**config.mk**
```make
export PLATFORM = sky130hd
export DESIGN_NAME = word_serializer
export DESIGN_NICKNAME = d
export VERILOG_FILES = /design/src/rtl/word_serializer_pkg.sv /design/src/rtl/word_serializer_lane_mux.sv /design/src/rtl/word_serializer.sv
export SDC_FILE = /design/constraint.sdc
export NUM_CORES = 1
export LEC_CHECK = 0
export ABC_AREA = 1
export BUFFER_PORTS_ARGS = -buffer_cell sky130_fd_sc_hd__buf_4
export CAP_MARGIN = 20
export CORE_AREA = 2 2 64 66
export CTS_BUF_LIST = sky130_fd_sc_hd__clkbuf_16
export CTS_CLUSTER_DIAMETER = 80
export CTS_CLUSTER_SIZE = 12
export DETAILED_ROUTE_END_ITERATION = 16
export DIE_AREA = 0 0 66 68
export GPL_ROUTABILITY_DRIVEN = 0
export PLACE_DENSITY = 0.87
export SYNTH_ARGS = -nofsm -noshare
export SYNTH_HDL_FRONTEND = slang
export SYNTH_SLANG_ARGS = --single-unit
```
**constraint.sdc**
```tcl
create_clock -name clk -period 2 [get_ports clk]
set_input_delay 0.5 -clock clk [delete_from_list [all_inputs] [get_ports clk]]
set_output_delay 0.5 -clock clk [all_outputs]
set_load 0.05 [all_outputs]
```
**src/rtl/word_serializer_pkg.sv**
```systemverilog
// Shared types and default geometry for the word serializer.
// Holds the FSM state encoding and the default word/lane widths.
package word_serializer_pkg;

  localparam int unsigned DEF_DATA_W = 32;
  localparam int unsigned DEF_LANE_W = 8;

  typedef enum logic {
    IDLE = 1'b0,
    SEND = 1'b1
  } state_e;

endpackage : word_serializer_pkg

```
**src/rtl/word_serializer_lane_mux.sv**
```systemverilog
// Combinational lane selector: picks lane idx_i out of word_i.
// Used by the serializer to drive out_data from the captured word.
module lane_mux #(
  parameter int unsigned DATA_W = 32,
  parameter int unsigned LANE_W = 8
) (
  input  logic [DATA_W-1:0]                  word_i,
  input  logic [$clog2(DATA_W/LANE_W)-1:0]   idx_i,
  output logic [LANE_W-1:0]                  lane_o
);

  assign lane_o = word_i[idx_i*LANE_W +: LANE_W];

endmodule : lane_mux

```
**src/rtl/word_serializer.sv**
```systemverilog
// Splits a captured word into LANE_W-bit lanes, emitted one per handshake,
// lanes 0..len in either msb-first (len down to 0) or lsb-first order.
module word_serializer
  import word_serializer_pkg::*;
#(
  parameter int unsigned DATA_W = DEF_DATA_W,
  parameter int unsigned LANE_W = DEF_LANE_W
) (
  input  logic                                clk,
  input  logic                                rst_n,
  input  logic                                in_valid,
  output logic                                in_ready,
  input  logic [DATA_W-1:0]                   in_data,
  input  logic [$clog2(DATA_W/LANE_W)-1:0]    in_len,
  input  logic                                in_msb_first,
  output logic                                out_valid,
  input  logic                                out_ready,
  output logic [LANE_W-1:0]                   out_data,
  output logic [$clog2(DATA_W/LANE_W)-1:0]    out_idx,
  output logic                                out_last,
  output logic                                busy
);

  localparam int unsigned LANES = DATA_W / LANE_W;
  localparam int unsigned LEN_W = $clog2(LANES);
  localparam logic [LEN_W-1:0] MAX_IDX = LEN_W'(LANES - 1);

  if (((DATA_W % LANE_W) != 0) || (LANES < 2)) begin : g_bad_params
    $error("word_serializer: DATA_W must be a multiple of LANE_W with at least 2 lanes");
  end

  state_e            state_q, state_d;
  logic [DATA_W-1:0] data_q,  data_d;
  logic [LEN_W-1:0]  len_q,   len_d;
  logic [LEN_W-1:0]  idx_q,   idx_d;
  logic              msb_q,   msb_d;
  logic              last_lane;

  // The final lane depends on direction: 0 when counting down, len when counting up.
  assign last_lane = msb_q ? (idx_q == '0) : (idx_q == len_q);

  // NOTE: every output and next-state signal gets a default before the case so no
  // path through this block leaves a value unassigned (which would infer a latch).
  always_comb begin
    state_d   = state_q;
    data_d    = data_q;
    len_d     = len_q;
    idx_d     = idx_q;
    msb_d     = msb_q;
    in_ready  = 1'b0;
    out_valid = 1'b0;
    out_last  = 1'b0;
    busy      = 1'b0;

    unique case (state_q)
      IDLE: begin
        in_ready = 1'b1;
        if (in_valid) begin
          // Clamp keeps the index inside 0..LANES-1 when LANES is not a power of two.
          len_d   = (in_len > MAX_IDX) ? MAX_IDX : in_len;
          data_d  = in_data;
          msb_d   = in_msb_first;
          idx_d   = in_msb_first ? len_d : '0;
          state_d = SEND;
        end
      end

      SEND: begin
        out_valid = 1'b1;
        out_last  = last_lane;
        busy      = 1'b1;
        if (out_ready) begin
          if (last_lane) begin
            idx_d   = '0;
            state_d = IDLE;
          end else begin
            idx_d = msb_q ? (idx_q - 1'b1) : (idx_q + 1'b1);
          end
        end
      end

      default: begin
        idx_d   = '0;
        state_d = IDLE;
      end
    endcase
  end

  // NOTE: the data register is reset too, so out_data reads 0 while rst_n is low;
  // state is only ever updated with non-blocking assignments here.
  always_ff @(posedge clk or negedge rst_n) begin
    if (!rst_n) begin
      state_q <= IDLE;
      data_q  <= '0;
      len_q   <= '0;
      idx_q   <= '0;
      msb_q   <= 1'b0;
    end else begin
      state_q <= state_d;
      data_q  <= data_d;
      len_q   <= len_d;
      idx_q   <= idx_d;
      msb_q   <= msb_d;
    end
  end

  assign out_idx = idx_q;

  lane_mux #(
    .DATA_W (DATA_W),
    .LANE_W (LANE_W)
  ) u_lane_mux (
    .word_i (data_q),
    .idx_i  (idx_q),
    .lane_o (out_data)
  );

endmodule : word_serializer

```
Word-level counts from Yosys, hierarchy flattened. Index checks and enable logic that the tools add are counted.

Input port bits: 39. Register bits: 38. Memories: 0. Latch bits: 0. Output and inout bits: 14. Logic and storage cells: 31. Memory bits (writable): 0. Memory bits (read-only): 0.

$lt $le $gt $ge: 1. Reduce and logical (&&, ||, !) cells: 3. Divide/modulo/power cells: 0. Multiply operators: 0. Bitwise operators: 1. Eq/ne operators: 3. Add/sub/neg operators: 2. Muxes and demuxes: 15. Shift operators: 1.

Operator list (count): 32-bit by 6-bit variable part select with 8-bit output (1); 2-bit 2-to-1 mux (6); 1-bit 2-to-1 mux (7); 2-bit inequality test, second input constant (2); 2-bit case mux with 2 select lines (1); 2-bit AND reduction (2); 2-bit by 1-bit adder with 2-bit output, second input constant (1); 2-bit equality test (1); 2-bit greater-than comparator, second input constant (1); 2-bit logical NOT (1); 1-bit case mux with 2 select lines (1); 2-bit by 1-bit subtractor with 2-bit output, second input constant (1); 1-bit NOT (1).

Depth between registers and ports, before layout. Gate-level depths: netlist of run 1.

Word-level depth: 5. Mapped depth: 8. Mapped depth without buffers: 8.

By module. From an unflattened synthesis of run 1, not the netlist that was laid out.

Cells, all modules: 215. Area, all modules: 2008.2 um^2.

By module, submodules not included: word_serializer (instances 1, cells an instance 121, seq. area each 950.9 um^2, area an instance 1612.8 um^2); lane_mux (instances 1, cells an instance 94, seq. area each 0.0 um^2, area an instance 395.4 um^2).

Worst setup path before layout of run 1. No wires, ideal clock.

Path type: register to output. Start point: reg idx_q[0], in the netlist out_idx[0]. End point: out out_data[0]. Stages on the path, launching flop included: 5. Data arrival time: 1.916 ns. Data required time: 1.500 ns. Path buffers: 2. Setup slack: -0.416 ns. Cells stage by stage: dfrtp_1 buf_2 buf_2 nor2_1 o22ai_1.

Word-level cells in the longest chain between the ends: 1.

RTL lines: from (decl) (RTL line word_serializer.sv:35) `logic [LEN_W-1:0] idx_q, idx_d;`; from (signal assigned) (RTL line word_serializer.sv:102) `idx_q <= idx_d;`; 32-bit by 6-bit variable part select with 8-bit output (RTL line word_serializer_lane_mux.sv:12) `assign lane_o = word_i[idx_i*LANE_W +: LANE_W];`; to (decl) (RTL line word_serializer.sv:18) `output logic [LANE_W-1:0] out_data,`.

No other way between the ends.

Worst setup path in the final report of run 1.
Start point: reg idx_q[0], in the netlist out_idx[0]. End point: out out_data[6].

Same word-level chain as after synthesis.

==> qor.csv, run 1 <==
metric,value,unit
first_pass_iters,4,
r2r_slack,0.58,ns
cts_setup_buffers,0,
cts_buffer_depth,2,
post-route-drc-count,0,
vias_per_cell,5.10,
power.clock.fraction,13.8,%
ys_warn_count,0,
grt_max_degree,39,
period_needed,1.96,ns
grt_setup_unrepaired,true,
synth_area_leaders,"dfrtp_1 (52%), mux2_4 (13%), mux2_2 (11%), nor2_1 (4.7%), o21ai_0 (4.4%)",
postSynthAreaPerCell,11.0,um2
nets,261,
p_comb_share,59.1,%
drv_slew,0,
initialDrtViolationCount,54,
worstRegToRegCells,4,
endpoint_kind,output pin,
synth_top_family_by_area,multiplexers,
globalRouteMet2Util,30.2,%
grt.met1_usage,25.0,%
grtUsageTotal,19.6,%
synth_nets,204,
use_met3,6.74,%
clk_pin_slew,0.05,ns
synthMuxAreaShare,23.7,%
timing.rr.end,data_q[26],
pwr-share-seq,27.1,%
place.port_buffers,52,
grt_pass1_wl,6490,um
yosys_most_used_dff,dfrtp_1,
startpoint_type,flop,
synth_area,0.00182,mm2
worst_slew_pin_slew,0.471,ns
yosys-top-cells-count,"dfrtp_1 (38), nor2_1 (23), nand2_1 (20)",
timing.fmax,0.511,GHz
synth_seq_area_share,52.2,%
placed_area,0.00238,mm2
final_area,0.00254,mm2
die_h,68,um
setup_viol,0,
area_growth,39.3,%
critical_path_class,reg2out,
grt.busiest_layer,met2,
std_cell_rows,23,
peakVddDrop,1.02,mV
skew,0.00151,ns
ant_nets,0,
initial_core_util,47.2,%
synth_area_leader_cell,dfrtp_1,
power_density,2050,mW/mm2
synthArstFlopShare,100,%
die_area,0.00449,mm2
pin_count,53,
cts_buffers,5,
vias,1387,
cts_root_buf,clkbuf_16,
reg2reg_from,state_q,
hold_viol_final,0,
wire_per_inst,14.4,um
routed_wirelength,3920,um
switching_share,44.3,%
synth_top_area_share,52.2,%
arrival,1.46,ns
synth_fa_ha_area_share,0,%
design.core.area,0.00386,mm2
worstSkewPairLatency,0.28,ns
drive_gt1_share,50.5,%
cts.sinks,38,
p_total,5.19,mW
leakage,1.25,nW
synth_edf_count,0,
switchingPower,2.30,mW
yosys.area_share.simple,9.75,%
nFillCells,303,
status,"complete, no violations",
gr-total-overflow,0,
synthXorXnorAreaFrac,0,%
hold_slack,0.182,ns
syn_inst,165,
n_antenna_cell,0,
period_share,97.8,%
min_path_type,in2async,
yosysMostFrequentCell,dfrtp_1,
drv_cap,0,
ys_ff_latch,38,
required,1.50,ns
dp.final_hpwl,2870,um
synth_compound_area_share,8.93,%
cts_tree,built,
p_int,2.89,mW
die_w,66,um
synthDistinctLibCells,17,
grt_pass1_vias,1441,
max_slew_margin,68.6,%
grt_antenna_before_repair,0,
path_max_fanout,9,
cts_max_level,2,
-- power groups by stage --
stage	clock, mW	combinational (mW)	sequential, mW
after global routing	0.766	3.29	1.46
after floorplan	0	2.23	1.42
after detailed placement	0	2.99	1.40
final	0.715	3.07	1.41
after CTS	0.733	3.02	1.40
after global placement	0	2.93	1.38
-- placed cells by master, fill, tap and decap left out, types with 2 or more instances in the layout --
cell type   n
a21oi_1     5
clkbuf_16   5
nand2_2     2
nand3_1     2
inv_1       8
buf_4      56
o21ai_0     4
mux2_4     16
inv_2       3
buf_6       2
mux2_2     17
o21ai_1    12
nor2_1     22
dfrtp_1    38
nand2_1    18
o22ai_4     8
-- layout make-up --
| type | count | area (um2) | area share (%) |
|---|---|---|---|
| Tap cell | 50 | 62.6 | 2.47 |
| Clock inverter | 2 | 7.51 | 0.296 |
| Timing Repair Buffer | 59 | 458 | 18.0 |
| Multi-Input combinational cell | 109 | 900 | 35.5 |
| Clock buffer | 5 | 125 | 4.93 |
| Inverter | 9 | 33.8 | 1.33 |
| Sequential cell | 38 | 951 | 37.5 |
-- sequential cells by signal (all words and copies together), names as in the netlist --
register  cells
data_q       32
msb_q         1
out_idx       2
len_q         2
state_q       1
-- logic make-up after synthesis --
kind of cell	after synthesis
AND/OR/NAND/NOR	46
flip-flops	38
multiplexers	33
AO/OA/AOI/OAI	30
buffers and inverters	18
-- metrics by stage --
step | instances | TNS [ns] | worst slack, ns | utilization, %
finish | 272 | 0 | 0.0446 | 65.8
global route | 272 | -0.0912 | -0.0649 | 65.8
CTS | 272 | 0 | 0.0161 | 65.3
detailed placement | 265 | 0 | 0.263 | 61.7
global placement | 265 | 0 | 0.307 | 61.7
floorplan | 165 | 0 | 0.00125 | -
-- worst max-delay path, stage by stage, from the launching register on --
cell and delay [ns]:
dfrtp_1 0.41, buf_4 0.18, o21ai_0 0.29, o22ai_4 0.10, buf_4 0.19
-- worst max path at each step --
stage | to | start | cells after the start
after detailed placement | out_last | out_idx[0] | 9
after global routing | out_last | out_idx[0] | 9
after CTS | out_data[1] | out_idx[0] | 5
after floorplan | out_data[0] | out_idx[0] | 4
final | out_data[6] | out_idx[0] | 4
after global placement | out_last | out_idx[1] | 8
-- routing by layer --
layer | up-vias | routed length (um)
met2 | 38 | 1960
met5 | - | 0
met3 | 11 | 214
li1 | 669 | -
met1 | 669 | 1660
met4 | 0 | 93
-- repair_timing --
item | in CTS | in global routing
hold buffers | 0 | 0
endpoints found under the setup margin | 2 | 9
resized for setup | 3 | 18
cloned | 0 | 0
(Power assumes the default switching activity.)
==> run 2: changes to the inputs <==
- PLACE_DENSITY: 0.87 -> 0.84
==> run 2 against run 1 <==
Net effect: via count increased by 3.2%; register-to-register slack improved by 0.05 ns; final area increased by 1.9%; worst hold slack got worse by 0.0043 ns; die area unchanged; routed wire length increased by 4.3%; clock skew increased by 0.0024 ns; setup slack improved by 0.0010 ns; critical path type unchanged; highest routed layer unchanged.
==> qor.csv, run 2 (synthesis results as in run 1) <==
metric,value,unit
status,"complete, no violations",
period_share,97.7,%
finalNonFillerCells,275,
worst_slew_pin_slew,0.470,ns
grt_max_degree,39,
grtUsageTotal,20.2,%
final_cell_mix,"buf_4 (52), dfrtp_1 (38), nor2_1 (21), nand2_1 (19), mux2_2 (17)",
switching_share,44.1,%
die_area,0.00449,mm2
timing.fmax,0.512,GHz
grt_setup_unrepaired,true,
p_comb_share,59.7,%
required,1.50,ns
ant_nets,0,
nFillCells,317,
vias,1431,
initialDrtViolationCount,52,
skew,0.00387,ns
r2r_slack,0.63,ns
cts_buffer_depth,2,
endpoint_kind,output pin,
cts_max_level,2,
power.clock.fraction,13.5,%
clk_pin_slew,0.05,ns
power_density,2060,mW/mm2
layout_commonest_cell,buf_4,
cpPeakStageDelay,0.41,ns
die_h,68,um
drive_gt1_share,52.0,%
critical_path_class,reg2out,
post-route-drc-count,0,
worstSkewPairLatency,0.28,ns
cpMostUsedCell,buf_4,
cts_buffers,5,
std_cell_rows,23,
pin_count,53,
placedCellCount,265,
leakage,1.26,nW
p_total,5.34,mW
wire_per_inst,14.9,um
cts_root_buf,clkbuf_16,
pwr-share-seq,26.7,%
die_w,66,um
cts_tree,built,
initial_core_util,47.2,%
largest_register,data_q,
design.core.area,0.00386,mm2
area_growth,41.9,%
vias_per_cell,5.20,
max_slew_margin,68.7,%
peakVddDrop,1.15,mV
switchingPower,2.35,mW
dp.final_hpwl,2910,um
drv_cap,0,
path_cells,"inv_2, buf_4, o21ai_1, o22ai_4, buf_4",
n_antenna_cell,0,
min_path_type,in2async,
gr-total-overflow,0,
arrival,1.45,ns
setup_viol,0,
period_needed,1.95,ns
slowest_stage,dfrtp_1,
path_max_fanout,7,
grt_pass1_vias,1401,
place.port_buffers,52,
hold_viol_final,0,
largest_reg_flops,32,
drv_slew,0,
grt_antenna_before_repair,0,
grt_pass1_wl,6670,um
routed_wirelength,4090,um
startpoint_type,flop,
cts.sinks,38,
nets,263,
cpLargestDelayFamily,buffers and inverters,
first_pass_iters,4,
p_int,2.98,mW
crit_buf_inv,3,
[run 2: routing by layer]
layer	track usage, %	vias to the layer above	wire, um
li1	-	681	-
met1	25.5	695	1680
met2	33.1	46	2090
met3	4.77	9	233
met4	9.95	0	83
met5	0	-	0
[run 2: worst reg2reg max path, cell delays in order (launching register included)]
cell and delay, ns:
dfrtp_1 0.41, inv_2 0.11, nand2_2 0.09, buf_12 0.23
nand2_1 0.15, nand2_1 0.08, inv_1 0.04, a21oi_1 0.17
[run 2: metrics by stage]
step	cell area (um2)	hold WS [ns]	setup TNS (ns)	worst slack (ns)	utilization (%)
floorplan	1940	0.204	0	0.00125	-
global placement	2390	0.490	0	0.261	62.0
detailed placement	2390	0.493	0	0.234	62.0
CTS	2540	0.199	0	0.00274	65.8
global route	2580	0.219	-0.141	-0.0361	67.0
finish	2580	0.178	0	0.0456	67.0
[run 2: cell type report]
class                           instances  area, um2  share of cell area, %
Multi-Input combinational cell        109        902                   34.9
Clock buffer                            5        125                   4.84
Sequential cell                        38        951                   36.8
Tap cell                               50       62.6                   2.42
Timing Repair Buffer                   61        498                   19.3
Inverter                                9       33.8                   1.31
Clock inverter                          3       12.5                  0.484
[run 2: final timing paths]
| check | start | cells past startpoint | end |
|---|---|---|---|
| worst min-delay path | rst_n | 1 | len_q[0] |
| worst max register to register | state_q | 7 | out_idx[0] |
| worst min register to register | data_q[3] | 1 | data_q[3] |
| min in group clk | in_data[23] | 2 | data_q[23] |
| max in group asynchronous | rst_n | 1 | data_q[4] |
| worst max-delay path | out_idx[0] | 5 | out_data[1] |
[run 2: repair_timing]
action / CTS / global route
endpoints found under the hold margin: 0 / 0
hold buffers: 0 / 0
gates cloned: 0 / 1
buffers inserted: 1 / 0
gates resized for setup: 5 / 22
setup endpoints to repair: 5 / 9
[run 2: power groups by stage]
stage | registers, mW | logic [mW] | clock network, mW
6_report | 1.43 | 3.19 | 0.723
5_1_grt | 1.48 | 3.38 | 0.791
4_1_cts | 1.41 | 3.04 | 0.738
3_5_place_dp | 1.42 | 2.99 | 0
3_3_place_gp | 1.40 | 2.94 | 0
2_1_floorplan | 1.42 | 2.23 | 0
==> run 3: changes to the inputs <==
- BUFFER_PORTS_ARGS: -buffer_cell sky130_fd_sc_hd__buf_4 -> -buffer_cell sky130_fd_sc_hd__clkbuf_2
- CORE_AREA: 2 2 64 66 -> 2 2 49 85
- DIE_AREA: 0 0 66 68 -> 0 0 51 87
==> run 3 against run 2 <==
Net effect: critical endpoint is now out_data[2]; non-clock buffer count shrank 1; first-iteration DRC count fell by 50%; flip-flop and latch count unchanged; critical path type unchanged.
==> qor.csv, run 3 (synthesis results as in run 1) <==
metric,value,unit
startpoint_type,flop,
max_slew_margin,69.2,%
hold_buffers,0,
grt_max_degree,39,
required,1.50,ns
design.core.area,0.00379,mm2
post-route-drc-count,0,
ant_nets,0,
drv_cap,0,
worst_slew_pin_slew,0.463,ns
clk_pin_slew,0.05,ns
die_w,51,um
path_cells,"inv_2, buf_4, o21ai_1, o22ai_4, clkbuf_8",
cts_root_buf,clkbuf_16,
pin_count,53,
area_growth,34.6,%
cts_buffers,5,
grt_setup_unrepaired,true,
vias_per_cell,5.28,
nets,262,
std_cell_rows,30,
placedCellCount,264,
hold_viol_final,0,
path_max_fanout,8,
final_cell_mix,"clkbuf_2 (43), dfrtp_1 (38), nor2_1 (22), nand2_1 (19), mux2_2 (17)",
largest_reg_flops,32,
crit_buf_inv,3,
arrival,1.43,ns
drive_gt1_share,51.1,%
initial_core_util,48.1,%
grt_pass1_wl,7000,um
die_h,87,um
critical_path_class,reg2out,
layout_commonest_cell,clkbuf_2,
gr-total-overflow,0,
status,"complete, no violations",
endpoint_kind,output pin,
setup_tns,0,ns
cpPeakStageDelay,0.38,ns
period_needed,1.93,ns
die_area,0.00444,mm2
cts_buffer_depth,2,
cts_max_level,2,
grtUsageTotal,21.8,%
worstSkewPairLatency,0.28,ns
largest_register,data_q,
finish.utilization,64.7,%
finalNonFillerCells,271,
routed_wirelength,4180,um
first_pass_iters,4,
vias,1431,
setup_viol,0,
cts.sinks,38,
grt_antenna_before_repair,0,
grt_pass1_vias,1530,
cts_setup_buffers,0,
period_share,96.5,%
place.port_buffers,52,
slowest_stage,dfrtp_1,
cpLargestDelayFamily,buffers and inverters,
drv_slew,0,
min_path_type,in2async,
wire_per_inst,15.4,um
dp.final_hpwl,3280,um
timing.fmax,0.518,GHz
initialDrtViolationCount,26,
n_antenna_cell,0,
skew,0.00331,ns
cts_tree,built,
run 3: layout make-up:
class / instances / area [um2]
Multi-Input combinational cell: 109 / 900
Clock inverter: 2 / 7.51
Sequential cell: 38 / 951
Inverter: 9 / 36.3
Fill cell: 302 / 1340
Tap cell: 48 / 60.1
Timing Repair Buffer: 60 / 373
Clock buffer: 5 / 125
run 3: routing by layer:
metal	up-vias	share of wire (%)	track usage, %
met3	13	4.0	4.12
met4	0	3.9	12.0
met5	-	0	0
met1	694	35	22.0
li1	676	-	-
met2	48	57	40.3
run 3: stage by stage:
step | area, um2 | hold WS [ns] | setup slack [ns]
floorplan | 1940 | 0.204 | 0.00125
global placement | 2250 | 0.485 | 0.246
detailed placement | 2250 | 0.491 | 0.194
CTS | 2430 | 0.278 | 0.00217
global route | 2450 | 0.313 | -0.0298
finish | 2450 | 0.260 | 0.0708
run 3: timing repair:
item | 4_1_cts | 5_1_grt
cloned | 0 | 0
gates resized for setup | 22 | 19
endpoints found under the setup margin | 9 | 9
run 3: path summary, 6_finish.rpt:
path	start	end	slack (ns)	depth (start not counted)
setup / recovery	out_idx[0]	out_data[2]	0.07	5
hold reg to reg	data_q[19]	data_q[19]	0.51	1
hold / removal	rst_n	data_q[9]	0.26	2
min in group clk	in_data[16]	data_q[16]	0.45	2
max in group asynchronous	rst_n	data_q[5]	1.41	2
setup reg to reg	state_q	out_idx[1]	0.59	7
run 3: worst reg2reg max path, delay by kind of cell, from the launching register on:
family                 cells  cell delay (ns)
flip-flops                 1             0.40
buffers and inverters      3             0.43
AO/OA/AOI/OAI              1             0.16
AND/OR/NAND/NOR            3             0.34
Power of run 3 is left out: the tool's default activity adds up to more than one toggle a clock period on the data nets, which glitch-free logic cannot reach.
